[src/rtl/uart_tx.sv]
// rtl/uart_tx.sv - 8N1 UART transmitter with a small byte FIFO in front of the line FSM
module uart_tx #(
    parameter int CPB        = 434,
    parameter int FIFO_DEPTH = 4
) (
    input  logic       clk,
    input  logic       rst,
    input  logic [7:0] tx_data,
    input  logic       tx_start,
    output logic       tx_full,
    output logic       tx,
    output logic       tx_busy,
    output logic       tx_done
);
    localparam int AW = $clog2(FIFO_DEPTH);
    localparam int CW = (CPB > 2) ? $clog2(CPB) : 1;

    typedef enum logic [1:0] {IDLE, START, DATA, STOP} state_t;

    logic [7:0]    mem [FIFO_DEPTH];
    logic [AW-1:0] wr_ptr, rd_ptr;
    logic [AW:0]   count, count_n;
    logic          wr_en, pop, fifo_empty;

    state_t        state, state_n;
    logic [CW-1:0] cnt, cnt_n;
    logic [2:0]    idx, idx_n;
    logic [7:0]    shift, shift_n;
    logic          tx_n, done_n, bit_end;

    // Writes are gated by the registered full flag only, so a pop on the
    // same edge never rescues a write that arrives while full.
    assign wr_en      = tx_start & ~tx_full;
    assign fifo_empty = (count == '0);
    assign bit_end    = (cnt == CW'(CPB - 1));

    always_comb begin
        count_n = count;
        case ({wr_en, pop})
            2'b10:   count_n = count + 1'b1;
            2'b01:   count_n = count - 1'b1;
            default: count_n = count;
        endcase
    end

    always_ff @(posedge clk) begin
        if (wr_en)
            mem[wr_ptr] <= tx_data;
    end

    always_ff @(posedge clk) begin
        if (rst) begin
            wr_ptr  <= '0;
            rd_ptr  <= '0;
            count   <= '0;
            tx_full <= 1'b0;
        end else begin
            if (wr_en)
                wr_ptr <= wr_ptr + 1'b1;
            if (pop)
                rd_ptr <= rd_ptr + 1'b1;
            count   <= count_n;
            tx_full <= (count_n == (AW+1)'(FIFO_DEPTH));
        end
    end

    always_comb begin
        state_n = state;
        idx_n   = idx;
        shift_n = shift;
        tx_n    = tx;
        done_n  = 1'b0;
        pop     = 1'b0;
        cnt_n   = (state == IDLE || bit_end) ? '0 : cnt + CW'(1);
        case (state)
            IDLE: begin
                tx_n = 1'b1;
                if (!fifo_empty) begin
                    pop     = 1'b1;
                    shift_n = mem[rd_ptr];
                    state_n = START;
                    tx_n    = 1'b0;
                end
            end
            START: begin
                if (bit_end) begin
                    state_n = DATA;
                    idx_n   = 3'd0;
                    tx_n    = shift[0];
                end
            end
            DATA: begin
                if (bit_end) begin
                    if (idx == 3'd7) begin
                        state_n = STOP;
                        tx_n    = 1'b1;
                    end else begin
                        shift_n = shift >> 1;
                        idx_n   = idx + 3'd1;
                        tx_n    = shift[1];
                    end
                end
            end
            STOP: begin
                if (bit_end) begin
                    done_n = 1'b1;
                    if (!fifo_empty) begin
                        pop     = 1'b1;
                        shift_n = mem[rd_ptr];
                        state_n = START;
                        tx_n    = 1'b0;
                    end else begin
                        state_n = IDLE;
                        tx_n    = 1'b1;
                    end
                end
            end
            default: begin
                state_n = IDLE;
                tx_n    = 1'b1;
            end
        endcase
    end

    always_ff @(posedge clk) begin
        if (rst) begin
            state   <= IDLE;
            cnt     <= '0;
            idx     <= '0;
            shift   <= '0;
            tx      <= 1'b1;
            tx_busy <= 1'b0;
            tx_done <= 1'b0;
        end else begin
            state   <= state_n;
            cnt     <= cnt_n;
            idx     <= idx_n;
            shift   <= shift_n;
            tx      <= tx_n;
            tx_busy <= (state_n != IDLE);
            tx_done <= done_n;
        end
    end
endmodule

[config.mk]
export PLATFORM = sky130hd
export DESIGN_NAME = uart_tx
export DESIGN_NICKNAME = d
export VERILOG_FILES = /design/src/rtl/uart_tx.sv
export SDC_FILE = /design/constraint.sdc
export NUM_CORES = 1
export LEC_CHECK = 0
export BUFFER_PORTS_ARGS = -buffer_cell sky130_fd_sc_hd__buf_2
export CORE_ASPECT_RATIO = 1.5
export CORE_MARGIN = 2
export CORE_UTILIZATION = 65
export CTS_BUF_LIST = sky130_fd_sc_hd__clkbuf_4 sky130_fd_sc_hd__clkbuf_8
export CTS_CLUSTER_SIZE = 8
export DETAILED_ROUTE_END_ITERATION = 12
export PLACE_DENSITY = 0.84
export SYNTH_ARGS = -nofsm -noshare
export SYNTH_HDL_FRONTEND = slang
export SYNTH_SLANG_ARGS = --single-unit
[constraint.sdc]
create_clock -name clk -period 4.6 [get_ports clk]
set_input_delay 0.69 -clock clk [delete_from_list [all_inputs] [get_ports clk]]
set_output_delay 0.69 -clock clk [all_outputs]
set_load 0.02 [all_outputs]
==> impl_metrics.env, run 1 <==
export IMPL_cts_resized=0
export IMPL_grt_max_degree=24
export IMPL_grt_use_met1=0.256
export IMPL_holdPathStages=1
export IMPL_synth_main_ff_cell="dfxtp_1"
export IMPL_first_pass_iters=4
export IMPL_powerDensity_mw_per_mm2=537
export IMPL_worstHoldEndpoint="cnt[0]"
export IMPL_hp_class="reg -> reg"
export IMPL_ctsLongestPathBuffers=2
export IMPL_num_vias=1848
export IMPL_syn_avg_cell_area_sq_um=13.2
export IMPL_clkTransAtPathRegs_ps=80
export IMPL_report_final_slew_viol_count=0
export IMPL_grt_usage=0.216
export IMPL_synth_top_area_frac=0.312
export IMPL_ant_nets=0
export IMPL_worst_r2r_path_depth=9
export IMPL_min_from="cnt[0]"
export IMPL_h_tree_depth=3
export IMPL_core_sq_mm=0.00454
export IMPL_grt_overflow=0
export IMPL_initial_core_util=0.678
export IMPL_r2r_end="tx_full"
export IMPL_cts_sinks=67
export IMPL_met2_usage=0.349
export IMPL_drive_above_1_share=0.211
export IMPL_nets=272
export IMPL_fillers=318
export IMPL_hold_violations=0
export IMPL_met3_usage=0.0614
export IMPL_syn_to_final_growth_pct=8.05
export IMPL_routabilityCongestion=0.851
export IMPL_grt_pass1_vias=1798
export IMPL_p_leak_nw=1.24
export IMPL_yosys_area_top_type="edfxtp_1"
export IMPL_startpoint_type="register"
export IMPL_r2r_slack_ps=2000
export IMPL_die_w_microns=60.2
export IMPL_ys_ff_latch=67
export IMPL_hold_buffers=0
export IMPL_cts_tree="done"
export IMPL_drtIter0Drc=65
export IMPL_dieArea_sq_mm=0.00531
export IMPL_crit_path_max_fanout=12
export IMPL_synth_edf_count=32
export IMPL_required_ps=4880
export IMPL_post_cts_buffers=0
export IMPL_grt_busiest_layer="met2"
export IMPL_root_buffer="clkbuf_8"
export IMPL_worst_slew_pin_slew_ps=699
export IMPL_fmax_mhz=384
export IMPL_rsz0062_at_grt="false"
export IMPL_syn_num_nets=259
export IMPL_antenna_cells=0
export IMPL_critical_path_class="reg -> reg"
export IMPL_ir_drop_mv=0.297
export IMPL_power_total_w=0.00179
export IMPL_io_pins=15
export IMPL_finalCritPeriodShare=0.566
export IMPL_syn_inst=233
export IMPL_max_cap_violations=0
export IMPL_fin_skew_ps=7.35
export IMPL_period_needed_ps=2600
export IMPL_ys_types=54
export IMPL_port_buffers=14
export IMPL_antenna_found_initial=0
export IMPL_clkLatencyLatePin_ps=340
export IMPL_dp_hpwl_mm=3.41
export IMPL_die_h_microns=88.3
export IMPL_numCtsBuffers=9
export IMPL_ys_top_cells_by_area="edfxtp_1 (31%), dfxtp_1 (23%), mux4_2 (5.9%)"
export IMPL_post_route_drc_count=0
export IMPL_end_kind="register"
export IMPL_fin_tns_setup_ps=0
export IMPL_async_reset_ff_frac=0
export IMPL_wl_per_cell_microns=15.4
export IMPL_relSlewSlack=0.532
export IMPL_grt_pass1_wl_mm=8.13
export IMPL_crit_arrival_ps=2890
export IMPL_outcome="complete, no violations"
export IMPL_setup_viol=0
export IMPL_routed_wl_mm=4.85
export IMPL_syn_area_sq_mm=0.00308
export IMPL_viasPerCell=5.87
export IMPL_yosysWarnings=0
export IMPL_seq_area_frac_synth=0.540
export IMPL_num_rows=30
export IMPL_timing_rr_start="state[1]"
worst max-delay path, stage by stage (launching register included):
cell and delay [ps]:
dfxtp_1 410, inv_1 110, ha_1 560, nor3_4 100, ha_1 230, fa_1 380, xnor2_1 140, or3_1 300
a21oi_1 170, nor2b_1 140
cell usage after synthesis, drive strengths merged, types with 5 or more instances:
master	n
a21oi	11
a311oi	11
buf	6
clkbuf	6
dfxtp	35
edfxtp	32
ha	14
inv	10
mux2i	8
mux4	8
nor2	23
nor3	5
xnor2	7
layout by cell type (no fill, tap or decap), types with 2 or more instances in the layout:
master and count:
and3_1 3, nor2_1 23, inv_1 10, clkinv_4 2, o21ai_0 2, and2_1 4
clkbuf_8 9, nor3_4 2, mux4_2 8, ha_1 14, nor3_1 3, mux2i_1 8
or3_1 2, a311oi_1 11, clkinvlp_4 3, dfxtp_1 35, buf_2 14, nor2b_1 3
nand4_1 4, mux2_1 3, nand3_1 3, a21oi_1 10, nand2_1 3, edfxtp_1 32
a41oi_1 2, xor2_1 3, xnor2_1 7
per-layer routing:
metal	vias to the layer above	routed length [microns]
met1	898	2050
met3	8	155
met2	31	2550
li1	911	-
met4	0	96
met5	-	0
report_power, final:
group          leakage [nW]  switching [W]  internal, W
Clock                0.0818       0.000230     0.000197
Combinational         0.577       0.000290     0.000253
Sequential            0.580      0.0000822     0.000735
cell type report:
cell class / count / area (sq um) / share of cell area
well taps: 64 / 80.1 / 0.0241
clock inverters: 7 / 53.8 / 0.0162
clock buffers: 9 / 124 / 0.0372
flip-flops and latches: 67 / 1660 / 0.499
multi-input cells: 144 / 1300 / 0.391
inverters: 10 / 37.5 / 0.0113
repair buffers: 14 / 70.1 / 0.0211
cells by family (layout without fill, tap and decap cells):
| kind of cell | Yosys count | in the layout | synth area share |
|---|---|---|---|
| AOI/OAI and AO/OA | 42 | 42 | 0.115 |
| xor gates and xnor gates | 10 | 10 | 0.0284 |
| adders and majority gates | 15 | 15 | 0.0634 |
| buffers and inverters | 22 | 40 | 0.0382 |
| DFF | 67 | 67 | 0.540 |
| muxes | 19 | 19 | 0.0955 |
| and+or+nand+nor | 58 | 58 | 0.120 |
stage by stage:
stage	cell area (sq um)	hold WS (ps)	instances	utilization	worst slack [ps]
after global routing	3330	518	315	0.733	1880
after detailed placement	3150	461	299	0.693	1900
after floorplan	3080	430	233	-	2170
after CTS	3330	476	315	0.733	2010
after global placement	3150	444	299	0.693	2000
final	3330	473	315	0.733	2000
registers in the layout, summed over array words and instances, names as in the netlist, named ones only:
name / cells
state: 2
wr_ptr: 2
tx_full: 1
cnt: 9
tx_busy: 1
rd_ptr: 2
shift: 8
tx: 1
tx_done: 1
count: 3
idx: 3
mem: 32
how the worst max path moves through the flow:
| stage | cells after the start | slack (ps) | from | end |
|---|---|---|---|---|
| floorplan | 9 | 2170 | tx_start | tx_full |
| global placement | 9 | 2000 | tx_start | tx_full |
| detailed placement | 9 | 1900 | tx_start | tx_full |
| CTS | 9 | 2010 | state[1] | tx_full |
| global route | 9 | 1880 | state[1] | tx_full |
| finish | 9 | 2000 | state[1] | tx_full |
Note: power is estimated with default switching activity, not from simulation.
==> inputs of run 2 (changes only) <==
ABC_AREA = 1   (was unset)
CORE_UTILIZATION = 63   (was 65)
PLACE_DENSITY = 0.82   (was 0.84)
clock period = 2.4 ns   (was 4.6 ns; I/O delays follow)
==> run 2 against run 1 <==
Register-to-register slack worse by 1800 ps. Fmax is 18% higher. Critical path depth is 2 higher. Flip-flop and latch count stayed put. Hold slack worse by 240 ps. Global-route usage is 2.2 points higher. Sequential share of layout area is 1.8 points lower. Combinational power grew to 3.1 times the previous value. Via count is 21% higher. Final area is 4.0% higher. Count of clock-buffer cells in the layout is 1 higher. Critical endpoint unchanged.
==> impl_metrics.env, run 2 <==
export IMPL_first_pass_iters=4
export IMPL_crit_path_top_delay_cell="fa_2"
export IMPL_critical_path_class="reg -> reg"
export IMPL_largest_register="mem"
export IMPL_numCtsBuffers=9
export IMPL_async_reset_ff_frac=0
export IMPL_syn_inst=349
export IMPL_ant_nets=0
export IMPL_multi_input_comb_area_sq_mm=0.00120
export IMPL_dieArea_sq_mm=0.00539
export IMPL_nets=403
export IMPL_clkTransAtPathRegs_ps=70
export IMPL_drive_above_1_share=0.154
export IMPL_ys_top_cells_by_count="nor2_1 (80), nand2_1 (68), inv_1 (39), dfxtp_1 (35), edfxtp_1 (32)"
export IMPL_fin_skew_ps=6.25
export IMPL_synth_top_area_frac=0.317
export IMPL_syn_num_nets=375
export IMPL_initial_core_util=0.662
export IMPL_hp_class="in -> reg"
export IMPL_cp_depth=11
export IMPL_grt_max_degree=17
export IMPL_yosys_area_top_type="edfxtp_1"
export IMPL_cts_tree="done"
export IMPL_ys_top_cells_by_area="edfxtp_1 (32%), dfxtp_1 (23%), nor2_1 (9.9%)"
export IMPL_ys_ff_latch=67
export IMPL_die_w_microns=60.6
export IMPL_syn_area_sq_mm=0.00303
export IMPL_rsz0062_at_grt="false"
export IMPL_end_kind="register"
export IMPL_drtIter0Drc=129
export IMPL_worst_slew_pin_slew_ps=376
export IMPL_grt_usage=0.237
export IMPL_seqCellArea_sq_mm=0.00167
export IMPL_powerDensity_mw_per_mm2=1200
export IMPL_post_cts_buffers=0
export IMPL_die_h_microns=89.0
export IMPL_setup_viol=0
export IMPL_largest_reg_flops=32
export IMPL_seq_area_frac_synth=0.548
export IMPL_grt_overflow=0
export IMPL_ctsLongestPathBuffers=2
export IMPL_post_route_drc_count=0
export IMPL_viasPerCell=5.02
export IMPL_final_cell_mix="nor2_1 (78), nand2_1 (67), inv_1 (36), dfxtp_1 (32), edfxtp_1 (32)"
export IMPL_grt_pass1_vias=2181
export IMPL_p_leak_nw=1.52
export IMPL_h_tree_depth=3
export IMPL_layout_commonest_cell="nor2_1"
export IMPL_critPathMaxStageDelay_ps=430
export IMPL_routabilityCongestion=0.848
export IMPL_utilization=0.755
export IMPL_holdPathStages=1
export IMPL_port_buffers=14
export IMPL_synth_main_ff_cell="dfxtp_1"
export IMPL_max_cap_violations=0
export IMPL_syn_avg_cell_area_sq_um=8.69
export IMPL_placed_cells=430
export IMPL_syn_to_final_growth_pct=14.1
export IMPL_hold_violations=0
export IMPL_cts_sinks=67
export IMPL_ys_types=30
export IMPL_antenna_cells=0
export IMPL_yosysWarnings=0
export IMPL_grt_pass1_wl_mm=9.17
export IMPL_routed_wl_mm=5.60
export IMPL_finalCritPeriodShare=0.922
export IMPL_ir_drop_mv=0.731
export IMPL_root_buffer="clkbuf_8"
export IMPL_clkLatencyLatePin_ps=350
export IMPL_period_needed_ps=2210
export IMPL_fin_tns_setup_ps=0
export IMPL_dp_hpwl_mm=3.84
export IMPL_report_final_slew_viol_count=0
export IMPL_fillers=326
export IMPL_num_vias=2240
export IMPL_core_sq_mm=0.00458
export IMPL_io_pins=15
export IMPL_crit_family="adder cells"
export IMPL_reg_largest_list="mem: 32 flops, cnt: 9 flops, shift: 8 flops"
export IMPL_final_cells=446
export IMPL_wl_per_cell_microns=12.5
export IMPL_worstPathCellList="ha_1 > nand2_2 > nor2_4 > nand2_4 > o21ai_2 > nand2_1 > inv_1 > ha_2 > fa_2 > mux2i_1 > and3_1"
export IMPL_worst_r2r_path_depth=11
export IMPL_required_ps=2690
export IMPL_crit_buf_inv=1
export IMPL_num_rows=30
export IMPL_relSlewSlack=0.749
export IMPL_crit_path_max_fanout=4
export IMPL_synth_edf_count=32
export IMPL_crit_arrival_ps=2500
export IMPL_fmax_mhz=452
export IMPL_outcome="complete, no violations"
export IMPL_yosysMostFrequentCell="nor2_1"
export IMPL_antenna_found_initial=0
export IMPL_startpoint_type="register"
==> run 2: cell types whose count changed after synthesis, sizes merged, moves of 8 or more <==
cell | previous run | this run
o21ai | 3 | 32
a311oi | 11 | 0
nand2 | 4 | 70
nor2 | 23 | 81
mux4 | 8 | 0
nand3 | 3 | 11
inv | 10 | 39
==> run 2: report_power, final <==
part,internal [W],total [W],switching (W)
Sequential,0.00143,0.00154,0.000116
Clock,0.000505,0.000933,0.000428
Combinational,0.000601,0.00166,0.00106
Total,0.00253,0.00414,0.00161
==> run 2: worst paths after layout <==
kind	startpoint	to	slack, ps
worst max-delay path	cnt[0]	tx_full	190
worst min register to register	tx	tx	480
worst max register to register	cnt[0]	tx_full	190
worst min-delay path	tx_data[4]	mem[1][4]	230
==> run 2: metal layers <==
layer	vias up	track usage	share of wire
met1	1037	0.251	0.42
li1	1167	-	-
met3	9	0.0637	0.030
met2	27	0.428	0.53
met5	-	0	0
met4	0	0.107	0.020
==> run 2: area by class of cell <==
type | count | share of cell area
clock buffer | 10 | 0.0398
clock inverter | 6 | 0.0188
inverter | 40 | 0.0434
multi-input combinational | 233 | 0.347
sequential | 67 | 0.481
tap | 64 | 0.0231
timing repair buffer | 26 | 0.0463
==> run 2: through the flow <==
step	hold slack [ps]	area, sq um	setup slack (ps)	power, W
floorplan	433	3030	269	0.00282
global placement	449	3220	180	0.00311
detailed placement	466	3220	46.5	0.00317
CTS	218	3430	32.8	0.00411
global route	219	3460	0.389	0.00449
finish	229	3460	188	0.00414
==> run 2: cell families (layout without fill, tap and decap cells) <==
kind of cell	after synthesis	after routing	share of synthesized area
AO/OA/AOI/OAI	41	41	0.0743
AND/OR/NAND/NOR	171	171	0.230
flip-flops	67	67	0.548
multiplexers	1	1	0.00330
XOR/XNOR	5	5	0.0144
adder cells (fa/ha/maj)	15	15	0.0644
buffers and inverters	49	82	0.0656
==> run 2: what timing repair did <==
item,CTS,global route
setup endpoints to repair,0,3
resized for setup,0,14
hold buffers,0,0
==> inputs of run 3 (changes only) <==
==> constraint.sdc (replaced) <==
create_clock -name clk -period 2.4 [get_ports clk]
set_input_delay 0.12 -clock clk [delete_from_list [all_inputs] [get_ports clk]]
set_output_delay 0.12 -clock clk [all_outputs]
set_load 0.02 [all_outputs]
==> run 3 against run 2 <==
Flip-flop and latch count did not move. Combinational power barely moved. Fmax fell by 2.1%. Final area rose by 0.98%. Via count rose by 1.7%. Non-clock buffer count rose by 5. Critical endpoint unchanged.
==> impl_metrics.env, run 3 (synthesis results as in run 2) <==
export IMPL_hp_class="in -> reg"
export IMPL_grt_max_degree=17
export IMPL_relSlewSlack=0.741
export IMPL_required_ps=2680
export IMPL_final_cell_mix="nor2_1 (79), nand2_1 (68), inv_1 (39), dfxtp_1 (32), edfxtp_1 (32)"
export IMPL_hold_violations=0
export IMPL_clkLatencyLatePin_ps=340
export IMPL_grt_pass1_wl_mm=9.60
export IMPL_fmax_mhz=443
export IMPL_layout_commonest_cell="nor2_1"
export IMPL_root_buffer="clkbuf_8"
export IMPL_die_w_microns=60.6
export IMPL_initial_core_util=0.662
export IMPL_syn_to_final_growth_pct=15.2
export IMPL_dp_hpwl_mm=3.88
export IMPL_p_seq_frac=0.375
export IMPL_largest_register="mem"
export IMPL_ir_drop_mv=0.985
export IMPL_cts_sinks=67
export IMPL_setup_viol=0
export IMPL_placed_cells=428
export IMPL_numCtsBuffers=9
export IMPL_p_leak_nw=1.55
export IMPL_antenna_cells=0
export IMPL_wl_per_cell_microns=13.1
export IMPL_report_final_slew_viol_count=0
export IMPL_ant_nets=0
export IMPL_num_vias=2279
export IMPL_core_sq_mm=0.00458
export IMPL_port_buffers=14
export IMPL_period_needed_ps=2260
export IMPL_clockPowerShare=0.220
export IMPL_cts_tree="done"
export IMPL_outcome="complete, no violations"
export IMPL_first_pass_iters=5
export IMPL_die_h_microns=89.0
export IMPL_final_cells=451
export IMPL_largest_reg_flops=32
export IMPL_max_cap_violations=0
export IMPL_r2r_slack_ps=140
export IMPL_timing_rr_start="state[1]"
export IMPL_num_rows=30
export IMPL_p_int_w=0.00253
export IMPL_dieArea_sq_mm=0.00539
export IMPL_fin_skew_ps=7.52
export IMPL_drtIter0Drc=152
export IMPL_routed_wl_mm=5.92
export IMPL_rsz0062_at_grt="false"
export IMPL_power_net_switching_w=0.00159
export IMPL_grt_pass1_vias=2266
export IMPL_min_from="tx_data[2]"
export IMPL_crit_path_max_fanout=5
export IMPL_end_kind="register"
export IMPL_crit_arrival_ps=2540
export IMPL_holdPathStages=1
export IMPL_p_sw_frac=0.386
export IMPL_antenna_found_initial=0
export IMPL_power_frac_comb=0.405
export IMPL_grt_usage=0.247
export IMPL_worstHoldEndpoint="mem[0][2]"
export IMPL_worst_slew_pin_slew_ps=389
export IMPL_drive_above_1_share=0.132
export IMPL_clkTransAtPathRegs_ps=70
export IMPL_post_cts_buffers=0
export IMPL_worst_r2r_path_depth=13
export IMPL_routabilityCongestion=0.831
export IMPL_grt_overflow=0
export IMPL_reg_largest_list="mem: 32 flops, cnt: 9 flops, shift: 8 flops"
export IMPL_io_pins=15
export IMPL_finalCritPeriodShare=0.941
export IMPL_h_tree_depth=3
export IMPL_ctsLongestPathBuffers=2
export IMPL_post_route_drc_count=0
export IMPL_nets=408
export IMPL_r2r_end="tx_full"
export IMPL_critical_path_class="reg -> reg"
export IMPL_fin_tns_setup_ps=0
export IMPL_viasPerCell=5.05
export IMPL_startpoint_type="register"
export IMPL_powerDensity_mw_per_mm2=1180
[run 3: changes by cell type in the layout (fill, tap and decap cells not counted), sizes merged]
| cell | previous run | this run |
|---|---|---|
| dlygate4sd3 | 0 | 7 |
| clkinv | 3 | 4 |
| clkbuf | 10 | 11 |
| buf | 26 | 24 |
| clkinvlp | 3 | 1 |
[run 3: layer usage]
layer  part of all wire  GRT usage  up-vias
li1                   -          -     1177
met5                  0          0        -
met4              0.014      0.105        0
met3              0.045     0.0637       10
met2               0.56      0.453       62
met1               0.39      0.258     1030
[run 3: cell type report]
cell class,instances,area (sq um)
Fill cell,329,1090
Tap cell,64,80.1
Clock buffer,11,139
Sequential cell,67,1670
Timing Repair Buffer,31,215
Multi-Input combinational cell,233,1190
Inverter,40,150
Clock inverter,5,55.1
[run 3: what timing repair did]
| action | CTS | global route |
|---|---|---|
| setup endpoints to repair | 0 | 2 |
| hold endpoints to repair | 22 | 2 |
| resized for setup | 0 | 7 |
| hold buffers | 6 | 1 |
[run 3: worst max-delay path by stage]
stage	startpoint	end	slack [ps]	cells after the start
3_3_place_gp	state[1]	tx_full	180	12
5_1_grt	state[1]	tx_full	7	13
6_report	state[1]	tx_full	140	13
2_1_floorplan	cnt[1]	tx_full	270	15
3_5_place_dp	state[1]	tx_full	90	13
4_1_cts	state[0]	tx_full	40	13
[run 3: stage by stage]
step	hold slack (ps)	utilization	instance area, sq um	power, W	setup slack (ps)
2_1_floorplan	219	-	3030	0.00282	269
3_3_place_gp	336	0.701	3210	0.00310	180
3_5_place_dp	340	0.701	3210	0.00316	90.1
4_1_cts	0.772	0.756	3460	0.00409	35.2
5_1_grt	11.5	0.763	3490	0.00450	6.71
6_report	23.8	0.763	3490	0.00412	141
[run 3: worst max-delay path, stage by stage, from the launching register on]
cell	delay (ps)
dfxtp_2	370
inv_1	120
ha_4	300
nor2_1	60
nand2_1	110
inv_1	70
ha_2	190
fa_1	380
a21oi_1	140
o21ai_1	90
nand2_1	60
nand2_1	50
nor2_1	110
and3_1	160
[run 3: power groups by stage]
stage / sequential (W) / clock [W] / combinational, W
after floorplan: 0.00156 / 0 / 0.00126
final: 0.00155 / 0.000908 / 0.00167
after global placement: 0.00155 / 0 / 0.00155
after CTS: 0.00154 / 0.000919 / 0.00164
after detailed placement: 0.00156 / 0 / 0.00161
after global routing: 0.00156 / 0.000970 / 0.00197
